File: config.mk
export PLATFORM = sky130hd
export DESIGN_NAME = multicycle_control_unit
export DESIGN_NICKNAME = d
export VERILOG_FILES = /design/src/rtl/multicycle_control_unit.sv
export SDC_FILE = /design/constraint.sdc
export NUM_CORES = 1
export LEC_CHECK = 0
export CORE_UTILIZATION = 37
export DETAILED_ROUTE_END_ITERATION = 8
export PLACE_DENSITY = 0.82
export SLEW_MARGIN = 20
export SYNTH_ARGS = -nofsm -noshare
export SYNTH_HDL_FRONTEND = slang
export SYNTH_SLANG_ARGS = --single-unit
File: constraint.sdc
create_clock -name clk -period 3.3 [get_ports clk]
set_input_delay 0.825 -clock clk [delete_from_list [all_inputs] [get_ports clk]]
set_output_delay 0.825 -clock clk [all_outputs]
set_load 0.05 [all_outputs]
File: src/rtl/multicycle_control_unit.sv
// Multi-cycle RV32I sequencing control: fetch/decode/execute/memory/writeback FSM
// with a latched instruction register, branch resolution and a sticky trap.
module multicycle_control_unit #(
    parameter int          XLEN           = 32,
    parameter int          TIMEOUT_CYCLES = 255,
    parameter logic [31:0] RESET_IR       = 32'h00000013
) (
    input  logic            clk,
    input  logic            rst_n,
    input  logic [31:0]     imem_rdata,
    input  logic            imem_ready,
    input  logic            dmem_ready,
    input  logic [XLEN-1:0] rs1_data,
    input  logic [XLEN-1:0] rs2_data,
    output logic [31:0]     ir,
    output logic            imem_req,
    output logic            dmem_req,
    output logic            dmem_we,
    output logic [1:0]      alu_a_sel,
    output logic            alu_src,
    output logic [3:0]      alu_ctrl,
    output logic            reg_write,
    output logic [1:0]      wb_sel,
    output logic            pc_write,
    output logic [1:0]      pc_sel,
    output logic            instr_retired,
    output logic            trap,
    output logic [1:0]      trap_cause,
    output logic [2:0]      state
);

    localparam int CW = $clog2(TIMEOUT_CYCLES + 1);
    localparam logic [CW-1:0] TMO_LIMIT = CW'(TIMEOUT_CYCLES);

    localparam logic [6:0] OP_R      = 7'b0110011;
    localparam logic [6:0] OP_I      = 7'b0010011;
    localparam logic [6:0] OP_LOAD   = 7'b0000011;
    localparam logic [6:0] OP_STORE  = 7'b0100011;
    localparam logic [6:0] OP_BRANCH = 7'b1100011;
    localparam logic [6:0] OP_JAL    = 7'b1101111;
    localparam logic [6:0] OP_JALR   = 7'b1100111;
    localparam logic [6:0] OP_LUI    = 7'b0110111;
    localparam logic [6:0] OP_AUIPC  = 7'b0010111;

    typedef enum logic [2:0] {
        S_FETCH  = 3'd0,
        S_DECODE = 3'd1,
        S_EXEC   = 3'd2,
        S_MEM    = 3'd3,
        S_WB     = 3'd4,
        S_TRAP   = 3'd5
    } state_t;

    state_t        cur_state, nxt_state;
    logic [CW-1:0] wait_cnt, wait_nxt;
    logic [1:0]    cause_nxt;
    logic [31:0]   ir_q;
    logic          ir_load;

    logic [6:0] opcode;
    logic [2:0] funct3;
    logic [6:0] funct7;
    logic       rd_nz;
    logic       illegal;
    logic       taken;
    logic [3:0] alu_fn;

    assign opcode = ir_q[6:0];
    assign funct3 = ir_q[14:12];
    assign funct7 = ir_q[31:25];
    assign rd_nz  = (ir_q[11:7] != 5'd0);
    assign ir     = ir_q;
    assign state  = cur_state;

    always_ff @(posedge clk or negedge rst_n) begin
        if (!rst_n) begin
            cur_state  <= S_FETCH;
            ir_q       <= RESET_IR;
            wait_cnt   <= '0;
            trap_cause <= 2'd0;
        end else begin
            cur_state  <= nxt_state;
            wait_cnt   <= wait_nxt;
            trap_cause <= cause_nxt;
            if (ir_load)
                ir_q <= imem_rdata;
        end
    end

    always_comb begin
        illegal = 1'b0;
        case (opcode)
            OP_R:      illegal = (funct7 != 7'b0000000) && (funct7 != 7'b0100000);
            OP_BRANCH: illegal = (funct3 == 3'b010) || (funct3 == 3'b011);
            OP_JALR:   illegal = (funct3 != 3'b000);
            OP_I, OP_LOAD, OP_STORE, OP_JAL, OP_LUI, OP_AUIPC: illegal = 1'b0;
            default:   illegal = 1'b1;
        endcase
    end

    always_comb begin
        taken = 1'b0;
        case (funct3)
            3'b000:  taken = (rs1_data == rs2_data);
            3'b001:  taken = (rs1_data != rs2_data);
            3'b100:  taken = ($signed(rs1_data) <  $signed(rs2_data));
            3'b101:  taken = ($signed(rs1_data) >= $signed(rs2_data));
            3'b110:  taken = (rs1_data <  rs2_data);
            3'b111:  taken = (rs1_data >= rs2_data);
            default: taken = 1'b0;
        endcase
    end

    // SUB exists only for register-register ops; SRA for both R and I shifts.
    always_comb begin
        alu_fn = 4'b0000;
        case (funct3)
            3'b000:  alu_fn = (opcode == OP_R && funct7[5]) ? 4'b0001 : 4'b0000;
            3'b001:  alu_fn = 4'b0111;
            3'b010:  alu_fn = 4'b0101;
            3'b011:  alu_fn = 4'b0110;
            3'b100:  alu_fn = 4'b0100;
            3'b101:  alu_fn = funct7[5] ? 4'b1001 : 4'b1000;
            3'b110:  alu_fn = 4'b0011;
            default: alu_fn = 4'b0010;
        endcase
    end

    always_comb begin
        nxt_state     = cur_state;
        wait_nxt      = '0;
        cause_nxt     = trap_cause;
        ir_load       = 1'b0;
        imem_req      = 1'b0;
        dmem_req      = 1'b0;
        dmem_we       = 1'b0;
        alu_a_sel     = 2'd0;
        alu_src       = 1'b0;
        alu_ctrl      = 4'b0000;
        reg_write     = 1'b0;
        wb_sel        = 2'd0;
        pc_write      = 1'b0;
        pc_sel        = 2'd0;
        instr_retired = 1'b0;
        trap          = 1'b0;

        case (cur_state)
            S_FETCH: begin
                imem_req = rst_n;
                if (imem_ready) begin
                    ir_load   = 1'b1;
                    nxt_state = S_DECODE;
                end else if (wait_cnt == TMO_LIMIT) begin
                    nxt_state = S_TRAP;
                    cause_nxt = 2'd2;
                end else begin
                    wait_nxt = wait_cnt + CW'(1);
                end
            end
            S_DECODE: begin
                if (illegal) begin
                    nxt_state = S_TRAP;
                    cause_nxt = 2'd1;
                end else begin
                    nxt_state = S_EXEC;
                end
            end
            S_EXEC: begin
                case (opcode)
                    OP_R: begin
                        alu_ctrl  = alu_fn;
                        nxt_state = S_WB;
                    end
                    OP_I: begin
                        alu_src   = 1'b1;
                        alu_ctrl  = alu_fn;
                        nxt_state = S_WB;
                    end
                    OP_LUI, OP_AUIPC: begin
                        alu_a_sel = (opcode == OP_LUI) ? 2'd2 : 2'd1;
                        alu_src   = 1'b1;
                        nxt_state = S_WB;
                    end
                    OP_LOAD, OP_STORE: begin
                        alu_src   = 1'b1;
                        nxt_state = S_MEM;
                    end
                    OP_BRANCH: begin
                        pc_write      = 1'b1;
                        pc_sel        = taken ? 2'd1 : 2'd0;
                        instr_retired = 1'b1;
                        nxt_state     = S_FETCH;
                    end
                    OP_JAL, OP_JALR: begin
                        reg_write     = rd_nz;
                        wb_sel        = 2'd2;
                        pc_write      = 1'b1;
                        pc_sel        = (opcode == OP_JAL) ? 2'd1 : 2'd2;
                        instr_retired = 1'b1;
                        nxt_state     = S_FETCH;
                    end
                    default: begin
                        nxt_state = S_TRAP;
                        cause_nxt = 2'd1;
                    end
                endcase
            end
            S_MEM: begin
                dmem_req = 1'b1;
                dmem_we  = (opcode == OP_STORE);
                if (dmem_ready) begin
                    if (opcode == OP_STORE) begin
                        pc_write      = 1'b1;
                        instr_retired = 1'b1;
                        nxt_state     = S_FETCH;
                    end else begin
                        nxt_state = S_WB;
                    end
                end else if (wait_cnt == TMO_LIMIT) begin
                    nxt_state = S_TRAP;
                    cause_nxt = 2'd3;
                end else begin
                    wait_nxt = wait_cnt + CW'(1);
                end
            end
            S_WB: begin
                reg_write     = rd_nz;
                wb_sel        = (opcode == OP_LOAD) ? 2'd1 : 2'd0;
                pc_write      = 1'b1;
                instr_retired = 1'b1;
                nxt_state     = S_FETCH;
            end
            S_TRAP: begin
                trap = 1'b1;
            end
            default: begin
                nxt_state = S_TRAP;
            end
        endcase
    end

endmodule
==> results.json, run 1 <==
{
  "run_status": "complete, but fails checks",
  "violations": "setup timing",
  "synth.most_common_cell": "dfrtp_1",
  "critPathRequiredTime_ns": 2.47,
  "grt_usage": 0.224,
  "crit_arrival_ns": 2.97,
  "drv_slew": 0,
  "start_util": 0.385,
  "synth-edff-count": 0,
  "dp_cells": 604,
  "finalNonFillerCells": 622,
  "setup_viol": 1,
  "finalWirelength_microns": 9910,
  "startpoint_type": "primary input",
  "yosys-top-cells-count": "42 x dfrtp_1, 39 x inv_1, 33 x ha_1",
  "synth_nets": 475,
  "die_area_sq_um": 8970,
  "rsz0062_at_grt": "yes",
  "cts.sinks": 45,
  "grt_pass1_vias": 3354,
  "cp-end-kind": "output pin",
  "drt_iter0_drc": 150,
  "period_minus_slack_ns": 3.80,
  "cts_tree": "done",
  "netlist_instances": 342,
  "ir_worst_vdd_v": 0.000167,
  "hold_path_class": "flop to flop",
  "die_y_microns": 94.7,
  "relSlewSlack": 0.626,
  "worstMarginPinSlew_ns": 0.560,
  "via_per_inst": 5.20,
  "async_flop_share": 1.00,
  "first_pass_iters": 4,
  "areaGrowthSynthToFinish_pct": 71.4,
  "nNetsFinal": 648,
  "dr_total_vias": 3232,
  "cts_hold_buf": 0,
  "grt_pass1_wl_microns": 15700,
  "synth_cell_type_count": 56,
  "drive_gt1_frac": 0.345,
  "period_share": 1.15,
  "cts_buffers": 5,
  "io_pins": 155,
  "max_freq_mhz": 263,
  "grt_start_max_net_pins": 46,
  "maxCapViolCount": 0,
  "synthTopCellsByArea": "dfrtp_1 33%, ha_1 13%, mux2_2 11%",
  "antenna_found_initial": 1,
  "synth.top_cell.area_share": 0.331,
  "power.total_mw": 1.28,
  "fin_skew_ns": 0.00884,
  "synth_ff_type": "dfrtp_1",
  "drc": 0,
  "wl_per_cell_microns": 15.9,
  "gp_congestion": 0.812,
  "ys_warn_count": 0,
  "core_sq_um": 8260,
  "num_rows": 33,
  "cts-root-buf": "clkbuf_8",
  "worst-path-max-fanout": 3,
  "synth_top_area_cell": "dfrtp_1",
  "setup_ws_ns": -0.497,
  "fill_cells": 637,
  "ys_ff_latch": 45,
  "die_w_microns": 94.7,
  "htreeDepth": 2,
  "grt_overflow": 0,
  "port-buffer-count": 154,
  "clk_latency_ns": 0.30,
  "powerDensity_nw_per_um2": 235,
  "p_leak_nw": 2.42,
  "postRouteAntennaNets": 0,
  "avgSynthCellArea_sq_um": 9.30,
  "criticalPathCategory": "primary input to output pin",
  "hold_viol": 0,
  "clk_path_buf_depth": 2,
  "synth_area_sq_um": 3180,
  "clkTransAtPathRegs_ns": 0.08,
  "hpwl_microns": 7500,
  "seq_area_frac_synth": 0.355
}
-- where the power goes --
part | internal [mW] | leakage (nW) | switching, mW
sequential | 0.551 | 0.592 | 0
clock | 0.231 | 0.0563 | 0.204
combinational | 0.171 | 1.77 | 0.123
total | 0.953 | 2.42 | 0.327
-- final cells by class --
class                      count  area, sq um  area share
inverter                      39          156      0.0287
multi-input combinational    246         2280       0.418
clock buffer                   5         68.8      0.0126
tap                          105          131      0.0241
clock inverter                 3         48.8     0.00896
sequential                    45         1130       0.207
timing repair buffer         178         1630       0.300
antenna                        1         2.50    0.000459
-- cell usage in the layout, fill, tap and decap left out, types with 3 or more instances in the layout --
cell / n
a21oi_1: 16
a21oi_2: 5
and3_1: 3
buf_12: 5
buf_2: 19
buf_4: 34
buf_6: 5
clkbuf_8: 5
clkdlybuf4s15_1: 9
clkdlybuf4s50_1: 77
dfrtp_1: 42
dfstp_2: 3
dlygate4sd2_1: 26
dlymetal6s2s_1: 3
ha_1: 6
ha_4: 25
inv_1: 17
inv_2: 18
inv_4: 4
mux2_2: 30
nand2_1: 24
nand2b_1: 5
nand3_1: 10
nand4_1: 9
nor2_1: 31
nor2b_1: 3
nor3_1: 4
nor4_4: 3
o211ai_1: 4
o21ai_0: 13
xnor2_1: 4
xor2_1: 3
-- state kept, by name (all words and copies together) (netlist names) --
signal,cells
ir,32
wait_cnt,8
state,3
trap_cause,2
-- layer usage --
| layer | GRT usage | vias up | routed length (microns) |
|---|---|---|---|
| met4 | 0.0770 | 0 | 266 |
| met2 | 0.385 | 129 | 5030 |
| li1 | - | 1550 | - |
| met3 | 0.0451 | 22 | 659 |
| met1 | 0.278 | 1531 | 3960 |
| met5 | 0 | - | 0 |
-- path summary, 6_finish.rpt --
| kind | from | endpoint | slack (ns) | depth (start not counted) |
|---|---|---|---|---|
| setup / recovery | rs2_data[17] | pc_sel[0] | -0.50 | 11 |
| hold / removal | trap_cause[1] | trap_cause[1] | 0.50 | 1 |
| setup reg to reg | ir[4] | trap_cause[0] | 1.01 | 6 |
| hold reg to reg | trap_cause[1] | trap_cause[1] | 0.50 | 1 |
| max in group asynchronous | rst_n | state[2] | 2.30 | 2 |
| min in group asynchronous | rst_n | ir[26] | 0.61 | 2 |
-- worst max-delay path: stages --
cell and delay [ns]:
dlygate4sd2_1 0.21, inv_2 0.05, ha_4 0.26, nand4_1 0.16, nor4_4 0.41, nand3_4 0.12, a21oi_2 0.12, o2111ai_1 0.11
a31o_1 0.24, o31ai_4 0.29, buf_12 0.18
-- metrics by stage --
| step | hold WS (ns) | setup slack [ns] | area, sq um | setup TNS (ns) | util |
|---|---|---|---|---|---|
| after CTS | 0.501 | -0.495 | 5350 | -0.495 | 0.648 |
| after global routing | 0.525 | -0.600 | 5450 | -0.600 | 0.660 |
| final | 0.496 | -0.497 | 5450 | -0.497 | 0.660 |
| after detailed placement | 0.486 | -0.856 | 5030 | -0.856 | 0.609 |
| after floorplan | 0.455 | -0.347 | 3280 | -0.347 | - |
| after global placement | 0.468 | -0.785 | 5030 | -0.785 | 0.609 |
-- logic make-up (layout without fill, tap and decap cells) --
group,Yosys count,count (layout),synth area share
AO/OA/AOI/OAI,63,63,0.131
buffers and inverters,51,225,0.0638
AND/OR/NAND/NOR,111,111,0.188
multiplexers,32,32,0.113
adder cells (fa/ha/maj),33,33,0.130
other,0,1,0
XOR/XNOR,7,7,0.0193
flip-flops,45,45,0.355
-- timing repair --
| item | CTS | global route |
|---|---|---|
| setup buffers | 8 | 2 |
| pin swaps | 44 | 27 |
| gates resized for setup | 172 | 20 |
| setup endpoints to repair | 1 | 3 |
Power figures use the tool's default switching activity.
==> run 2: changes to the inputs <==
==> constraint.sdc (replaced) <==
create_clock -name clk -period 3.18 [get_ports clk]
set_input_delay 0.795 -clock clk [delete_from_list [all_inputs] [get_ports clk]]
set_output_delay 0.795 -clock clk [all_outputs]
set_load 0.05 [all_outputs]
==> run 2 against run 1 <==
Net effect:
- the flow still finishes with violations (setup timing)
- critical path depth stayed put
- die area stayed put
- utilization up 1.4 points
- clock power rose by 18%
- non-clock buffer count unchanged
- hold slack lost 0.0033 ns
- combinational power grew 12%
- clock skew fell by 0.00072 ns
- final cell count decreased by 0.16%
==> results.json, run 2 (same netlist as run 1, synthesis figures left out) <==
{
  "drt_iter0_drc": 148,
  "htreeDepth": 2,
  "final-seq-area_sq_um": 1130,
  "clk_path_buf_depth": 2,
  "antenna_found_initial": 0,
  "wl_per_cell_microns": 16.8,
  "die_y_microns": 94.7,
  "worstMarginPinSlew_ns": 0.575,
  "grt_pass1_wl_microns": 16900,
  "final_cell_mix": "73 x clkdlybuf4s50_1, 41 x dfrtp_1, 31 x nor2_1",
  "cp-end-kind": "output pin",
  "dr_total_vias": 3321,
  "setup_ws_ns": -0.588,
  "run_status": "complete, but fails checks",
  "drc": 0,
  "clkTransAtPathRegs_ns": 0.09,
  "clk_latency_ns": 0.30,
  "hold_viol": 0,
  "hold_path_class": "flop to flop",
  "gp_congestion": 0.872,
  "layout_commonest_cell": "clkdlybuf4s50_1",
  "tns_ns": -0.588,
  "p_leak_nw": 2.45,
  "startpoint_type": "primary input",
  "grt_usage": 0.242,
  "cts_tree": "done",
  "largest_reg_flops": 32,
  "cts-root-buf": "clkbuf_8",
  "cts_hold_buf": 0,
  "rsz0062_at_grt": "yes",
  "start_util": 0.385,
  "die_area_sq_um": 8970,
  "fin_area_sq_um": 5560,
  "cts_buffers": 5,
  "power_frac_clock": 0.363,
  "hpwl_microns": 7600,
  "areaGrowthSynthToFinish_pct": 75.0,
  "drive_gt1_frac": 0.401,
  "crit_buf_inv": 3,
  "num_rows": 33,
  "dp_cells": 603,
  "fin_skew_ns": 0.00811,
  "setup_viol": 1,
  "cts.sinks": 45,
  "finalWirelength_microns": 10500,
  "port-buffer-count": 154,
  "critPathRequiredTime_ns": 2.38,
  "p_int_mw": 1.07,
  "finalNonFillerCells": 621,
  "via_per_inst": 5.35,
  "multi_input_area_sq_um": 2350,
  "critical_path.top_delay_family": "compound AO/OA/AOI/OAI gates",
  "crit_arrival_ns": 2.97,
  "crit_path_max_incr_delay_ns": 0.36,
  "crit_chain": "buf_2 -> inv_2 -> ha_4 -> a21oi_4 -> o21ai_2 -> a221o_1 -> o31a_1 -> o211ai_1 -> a41oi_4 -> o31ai_4 -> buf_12",
  "max_freq_mhz": 265,
  "worst_path_max_delay_cell": "a221o_1",
  "core_sq_um": 8260,
  "criticalPathCategory": "primary input to output pin",
  "seqPwrFrac": 0.404,
  "relSlewSlack": 0.617,
  "postRouteAntennaNets": 0,
  "worst-path-max-fanout": 2,
  "dp_slack_ns": -0.963,
  "p_switching_mw": 0.341,
  "antenna_cells": 0,
  "violations": "setup timing",
  "drv_slew": 0,
  "fill_cells": 616,
  "period_share": 1.18,
  "period_minus_slack_ns": 3.77,
  "swShare": 0.241,
  "nNetsFinal": 648,
  "grt_pass1_vias": 3476,
  "io_pins": 155,
  "dpl-instance-area_sq_um": 5040,
  "ir_worst_vdd_v": 0.000211,
  "maxCapViolCount": 0,
  "grt_start_max_net_pins": 46,
  "die_w_microns": 94.7,
  "powerDensity_nw_per_um2": 254,
  "combinationalPowerShare": 0.233,
  "first_pass_iters": 4,
  "grt_overflow": 0
}
[run 2: cell count changes in the layout (fill, tap and decap cells not counted), moves of 4 or more]
cell / change
inv_1: -5
buf_2: +8
buf_4: -6
clkbuf_2: +5
dlygate4sd2_1: -18
inv_2: +5
buf_12: +5
clkdlybuf4s15_1: +5
clkdlybuf4s50_1: -4
[run 2: power by group through the flow]
stage                     Sequential, mW  Clock (mW)  Combinational [mW]
final                              0.572       0.513               0.330
after global routing               0.572       0.536               0.361
after CTS                          0.572       0.522               0.303
after detailed placement           0.583           0               0.260
after global placement             0.583           0               0.248
after floorplan                    0.583           0              0.0876
[run 2: final timing paths]
kind | from | end | slack, ns | cells past startpoint
worst max-delay path | rs2_data[7] | pc_sel[0] | -0.59 | 11
worst min-delay path | wait_cnt[0] | wait_cnt[0] | 0.49 | 1
worst max register to register | ir[4] | trap_cause[1] | 0.92 | 6
worst min register to register | wait_cnt[0] | wait_cnt[0] | 0.49 | 1
max in group asynchronous | rst_n | state[1] | 2.19 | 2
min in group asynchronous | rst_n | wait_cnt[6] | 0.59 | 2
[run 2: cell type report]
class	instances	share of cell area
clock buffer	5	0.0124
tap	105	0.0236
clock inverter	3	0.0117
multi-input combinational	246	0.422
timing repair buffer	178	0.299
inverter	39	0.0281
sequential	45	0.203
[run 2: stage by stage]
step | power (mW) | hold WS, ns | utilization
after CTS | 1.40 | 0.493 | 0.662
final | 1.42 | 0.493 | 0.674
after global routing | 1.47 | 0.515 | 0.674
after global placement | 0.831 | 0.471 | 0.611
after detailed placement | 0.843 | 0.482 | 0.611
after floorplan | 0.671 | 0.455 | -
[run 2: metal layers]
metal / vias up / wire [microns] / global-route usage
met5: - / 0 / 0
met4: 0 / 476 / 0.116
met3: 41 / 621 / 0.0491
met2: 144 / 5460 / 0.439
met1: 1582 / 3900 / 0.269
li1: 1554 / - / -
[run 2: what timing repair did]
item	CTS	global route
pin swaps	50	31
resized for setup	235	34
setup buffers	8	3
endpoints found under the setup margin	1	5
==> run 3: changes to the inputs <==
--- a/config.mk
+++ b/config.mk
@@ -7,6 +7,7 @@
 export LEC_CHECK = 0
 export CORE_UTILIZATION = 37
 export DETAILED_ROUTE_END_ITERATION = 8
+export GPL_ROUTABILITY_DRIVEN = 0
 export PLACE_DENSITY = 0.82
 export SLEW_MARGIN = 20
 export SYNTH_ARGS = -nofsm -noshare
==> results of run 3 <==
The final DEF is identical to that of run 2; final timing and power are the same.
==> variant 1 (flow settings as in run 1) <==
Register the output `instr_retired`, with the module's reset; this adds one clock of latency there. The other outputs are not delayed to match.
--- a/src/rtl/multicycle_control_unit.sv
+++ b/src/rtl/multicycle_control_unit.sv
@@ -53,2 +53,4 @@
 
+    logic instr_retired_d;
+
     state_t        cur_state, nxt_state;
@@ -143,3 +145,3 @@
         pc_sel        = 2'd0;
-        instr_retired = 1'b0;
+        instr_retired_d = 1'b0;
         trap          = 1'b0;
@@ -190,3 +192,3 @@
                         pc_sel        = taken ? 2'd1 : 2'd0;
-                        instr_retired = 1'b1;
+                        instr_retired_d = 1'b1;
                         nxt_state     = S_FETCH;
@@ -198,3 +200,3 @@
                         pc_sel        = (opcode == OP_JAL) ? 2'd1 : 2'd2;
-                        instr_retired = 1'b1;
+                        instr_retired_d = 1'b1;
                         nxt_state     = S_FETCH;
@@ -213,3 +215,3 @@
                         pc_write      = 1'b1;
-                        instr_retired = 1'b1;
+                        instr_retired_d = 1'b1;
                         nxt_state     = S_FETCH;
@@ -229,3 +231,3 @@
                 pc_write      = 1'b1;
-                instr_retired = 1'b1;
+                instr_retired_d = 1'b1;
                 nxt_state     = S_FETCH;
@@ -241,2 +243,10 @@
 
+    always_ff @(posedge clk or negedge rst_n) begin
+        if (!rst_n) begin
+            instr_retired <= '0;
+        end else begin
+            instr_retired <= instr_retired_d;
+        end
+    end
+
 endmodule
Formal check against the unedited RTL: not equivalent (Yosys sat finds a counterexample within 4 cycles, from zero or initial values and one cycle with rst_n low).
==> variant 1 against run 1 <==
The flow still finishes with violations (negative setup slack). Worst setup slack got worse by 0.097 ns. Largest cell class unchanged. Sequential cell count increased by 1. Area after synthesis about the same. Cell area down 3.4%. Power down 6.3%. Hold slack gained 0.0064 ns. Wire length about the same. Highest routed layer unchanged.
==> variant 1: results (changes against run 1) <==
post-synth top area share 33.9% (+0.80 points); vias in the first global route 3,252 (-3.0%); crit path from rs2_data[21]; Via Count 3,157 (-2.3%); first-pass GRT wire length 15,400 um (-1.8%); final worst slack -0.594 ns (-0.0973 ns); layout cells sized above 1 35.7% (+1.2 points); Initial DRC Count 148 (-1.3%); final setup fails 1 (unchanged); placed cell area 0.00487 sq mm (-3.1%); diode count 0 (-1); synth cell count leaders dfrtp_1 (43), inv_1 (40), ha_1 (33); Final HPWL DP 7410 um (-1.2%); Routed WL per cell 16.3 um (+2.1%); Worst Path Max Fanout 6 (+3); outcome finished with violations; average size of a mapped cell 9.27 sq um (-0.33%); post-synthesis cell type count 57 (+1.8%); Post-Route Skew 0.00591 ns (-0.00293 ns); synth top area cells dfrtp_1 (34%), ha_1 (13%), mux2_2 (10%); Post-Synthesis Net Count 476 (+0.21%); Post-Route WL 9910 um (about the same); GPL Wtd Cong 0.938 (+15%); largest net degree at the start of global routing 47 (+2.2%); # nets final 636 (-1.9%); PostCTS Resize Cnt 225 (+31%); Max VDD drop 0.000218 V (+30%); Sum Neg Setup Slack -0.594 ns (-0.0973 ns); post-CTS setup buffer count 3 (-5); sequential fraction of the synthesis area 36.3% (+0.80 points); slew of the pin with the lowest slew margin 0.576 ns (+0.0156 ns); CP Data Arrival Time 3.07 ns (+0.10 ns); violated checks negative setup slack; Inst Count DP 598 (-0.99%); antenna violations before repair 0 (-1); GRT Total Usage 22.2% (-0.18 points); R2R depth 8 (+2); register-to-register setup slack 0.89 ns (-0.12 ns); Leak 2.37 nW (-2.1%)
## variant 1: logic make-up after synthesis
group | share of synthesized area [%]
mux | 10.9
flops | 36.3
simple gates | 19.1
compound gates | 12.2
buf+inv | 6.54
fa+ha+maj | 13.0
xor+xnor | 1.93
## variant 1: cell type report
| cell class | instances | area (sq um) | share of cell area [%] |
|---|---|---|---|
| well taps | 105 | 131 | 2.50 |
| multi-input cells | 244 | 2200 | 41.8 |
| repair buffers | 166 | 1530 | 29.0 |
| flip-flops and latches | 46 | 1150 | 21.9 |
| clock buffers | 5 | 68.8 | 1.31 |
| clock inverters | 3 | 23.8 | 0.452 |
| inverters | 40 | 163 | 3.09 |
## variant 1: worst min-delay path by stage
stage	startpoint	to	slack, ns	cells after the start
after global placement	wait_cnt[0]	wait_cnt[0]	0.47	1
after CTS	wait_cnt[0]	wait_cnt[0]	0.50	1
final	wait_cnt[0]	wait_cnt[0]	0.50	1
after global routing	ir[24]	ir[24]	0.53	1
after floorplan	wait_cnt[0]	wait_cnt[0]	0.45	1
after detailed placement	wait_cnt[0]	wait_cnt[0]	0.49	1
## variant 1: metal layers
layer	vias up	track usage (%)	wire, um
met1	1503	27.2	4030
met5	-	0	0
li1	1523	-	-
met2	115	40.0	5220
met3	16	3.54	467
met4	0	6.19	182
## variant 1: stage by stage
| step | setup slack [ns] | hold WS, ns |
|---|---|---|
| global route | -0.695 | 0.531 |
| CTS | -0.596 | 0.500 |
| floorplan | -0.391 | 0.455 |
| global placement | -0.931 | 0.472 |
| detailed placement | -1.04 | 0.487 |
| finish | -0.594 | 0.503 |
## variant 1: power by group
part           total [W]  leakage (nW)  internal (W)  switching (W)
clock           0.000356        0.0408      0.000152       0.000205
sequential      0.000563         0.595      0.000563              0
combinational   0.000280          1.73      0.000166       0.000114
==> variant 2 (settings of run 1) <==
Made on the original files. The parameter `TIMEOUT_CYCLES` goes from 255 to 510.
--- a/src/rtl/multicycle_control_unit.sv
+++ b/src/rtl/multicycle_control_unit.sv
@@ -4,3 +4,3 @@
     parameter int          XLEN           = 32,
-    parameter int          TIMEOUT_CYCLES = 255,
+    parameter int          TIMEOUT_CYCLES = 510,
     parameter logic [31:0] RESET_IR       = 32'h00000013
Formal check against the unedited RTL: same outputs for any inputs over 10 cycles, from zero or initial values and one cycle with rst_n low; that may be too few to reach the edited logic, so the function may still have changed.
==> variant 2 against run 1 <==
The flow still finishes with violations (negative setup slack). Count of clock-buffer cells in the layout rose by 3. Power rose by 9.2%. Clock power fell by 19%. Cell area barely moved. Worst setup slack improved by 0.10 ns. Wire length rose by 0.80%. Cell count fell by 1.6%. Combinational power rose by 48%. Die area rose by 1.1%. Area after synthesis rose by 1.1%. Critical path depth fell by 1. Global-route usage fell by 0.12 points. Synthesized cell count fell by 0.29%. Sequential cell count rose by 1.
==> variant 2: results (changes against run 1) <==
GRT Total Usage 22.3% (-0.12 points); Post-Route Skew 0.00184 ns (-0.00700 ns); max incr delay on CP 0.46 ns (+0.05 ns); hold_sp trap_cause[0]; sequential fraction of the synthesis area 35.9% (+0.38 points); final worst slack -0.395 ns (+0.102 ns); Final HPWL DP 7340 um (-2.2%); Post-Route WL 9990 um (+0.80%); Power Internal 0.000972 W (+1.9%); slew of the pin with the lowest slew margin 0.576 ns (+0.0157 ns); GPL Wtd Cong 0.903 (+11%); post-synthesis cell type count 55 (-1.8%); final setup fails 1 (unchanged); violated checks negative setup slack; outcome finished with violations; first-pass GRT wire length 15,800 um (+0.31%); largest net degree at the start of global routing 47 (+2.2%); CP max stage cell o41a_1; synth cell count leaders dfrtp_1 (43), inv_1 (38), ha_1 (34); CP Data Arrival Time 2.87 ns (-0.10 ns); Initial DRC Count 126 (-16%); diode count 0 (-1); layout cells sized above 1 28.4% (-6.1 points); synth top area cells dfrtp_1 (33%), ha_1 (13%), mux2_1 (9.8%); placed cell area 0.00506 sq mm (+0.62%); vias in the first global route 3,413 (+1.8%)
-- variant 2: critical path, delay by kind of cell --
| family | cells | cell delay (ns) |
|---|---|---|
| buffers and inverters | 2 | 0.40 |
| AO/OA/AOI/OAI | 5 | 1.14 |
| AND/OR/NAND/NOR | 2 | 0.32 |
| adder cells (fa/ha/maj) | 1 | 0.18 |
-- variant 2: cell type report --
| cell class | instances | area, sq um | share of cell area [%] |
|---|---|---|---|
| multi-input combinational | 243 | 2270 | 41.7 |
| tap | 105 | 131 | 2.41 |
| inverter | 39 | 161 | 2.96 |
| clock buffer | 8 | 90.1 | 1.65 |
| sequential | 46 | 1150 | 21.2 |
| timing repair buffer | 171 | 1640 | 30.0 |
-- variant 2: per-layer routing --
metal  vias up  routed length [um]  global-route usage, %
li1       1550                   -                      -
met4         0                 208                   7.07
met5         -                   0                      0
met1      1502                3740                   23.7
met3        19                 940                   5.50
met2       138                5100                   42.4
-- variant 2: stage by stage --
| step | power (W) | hold slack [ns] | std cells | setup WS [ns] | utilization (%) |
|---|---|---|---|---|---|
| after floorplan | 0.000804 | 0.492 | 341 | -0.149 | - |
| after global placement | 0.00100 | 0.467 | 595 | -0.824 | 61.0 |
| after detailed placement | 0.00102 | 0.478 | 595 | -0.917 | 61.0 |
| after CTS | 0.00139 | 0.497 | 608 | -0.394 | 65.3 |
| after global routing | 0.00147 | 0.514 | 612 | -0.476 | 65.6 |
| final | 0.00140 | 0.493 | 612 | -0.395 | 65.6 |
-- variant 2: worst paths after layout --
kind,end,slack (ns),cells after the start
hold reg to reg,trap_cause[0],0.49,1
setup reg to reg,trap_cause[1],1.09,6
hold / removal,trap_cause[0],0.49,1
setup / recovery,pc_sel[0],-0.39,10
min in group asynchronous,wait_cnt[1],0.64,2
max in group asynchronous,ir[16],2.27,2
-- variant 2: power groups by stage --
| stage | clock network (W) | logic [W] | registers (W) |
|---|---|---|---|
| 3_3_place_gp | 0 | 0.000383 | 0.000620 |
| 2_1_floorplan | 0 | 0.000122 | 0.000683 |
| 5_1_grt | 0.000389 | 0.000471 | 0.000614 |
| 6_report | 0.000353 | 0.000435 | 0.000610 |
| 3_5_place_dp | 0 | 0.000394 | 0.000621 |
| 4_1_cts | 0.000363 | 0.000421 | 0.000610 |
-- variant 2: cell families after synthesis --
logic type / share of synthesized area [%]
AOI/OAI and AO/OA: 13.5
DFF: 35.9
xor gates and xnor gates: 1.36
adders and majority gates: 13.2
muxes: 11.5
buffers and inverters: 6.93
and+or+nand+nor: 17.5
-- variant 2: timing repair --
| item | CTS | global route |
|---|---|---|
| setup buffers | 5 | 4 |
| gates resized for setup | 161 | 16 |
| pin swaps | 53 | 20 |
| endpoints found under the setup margin | 1 | 1 |
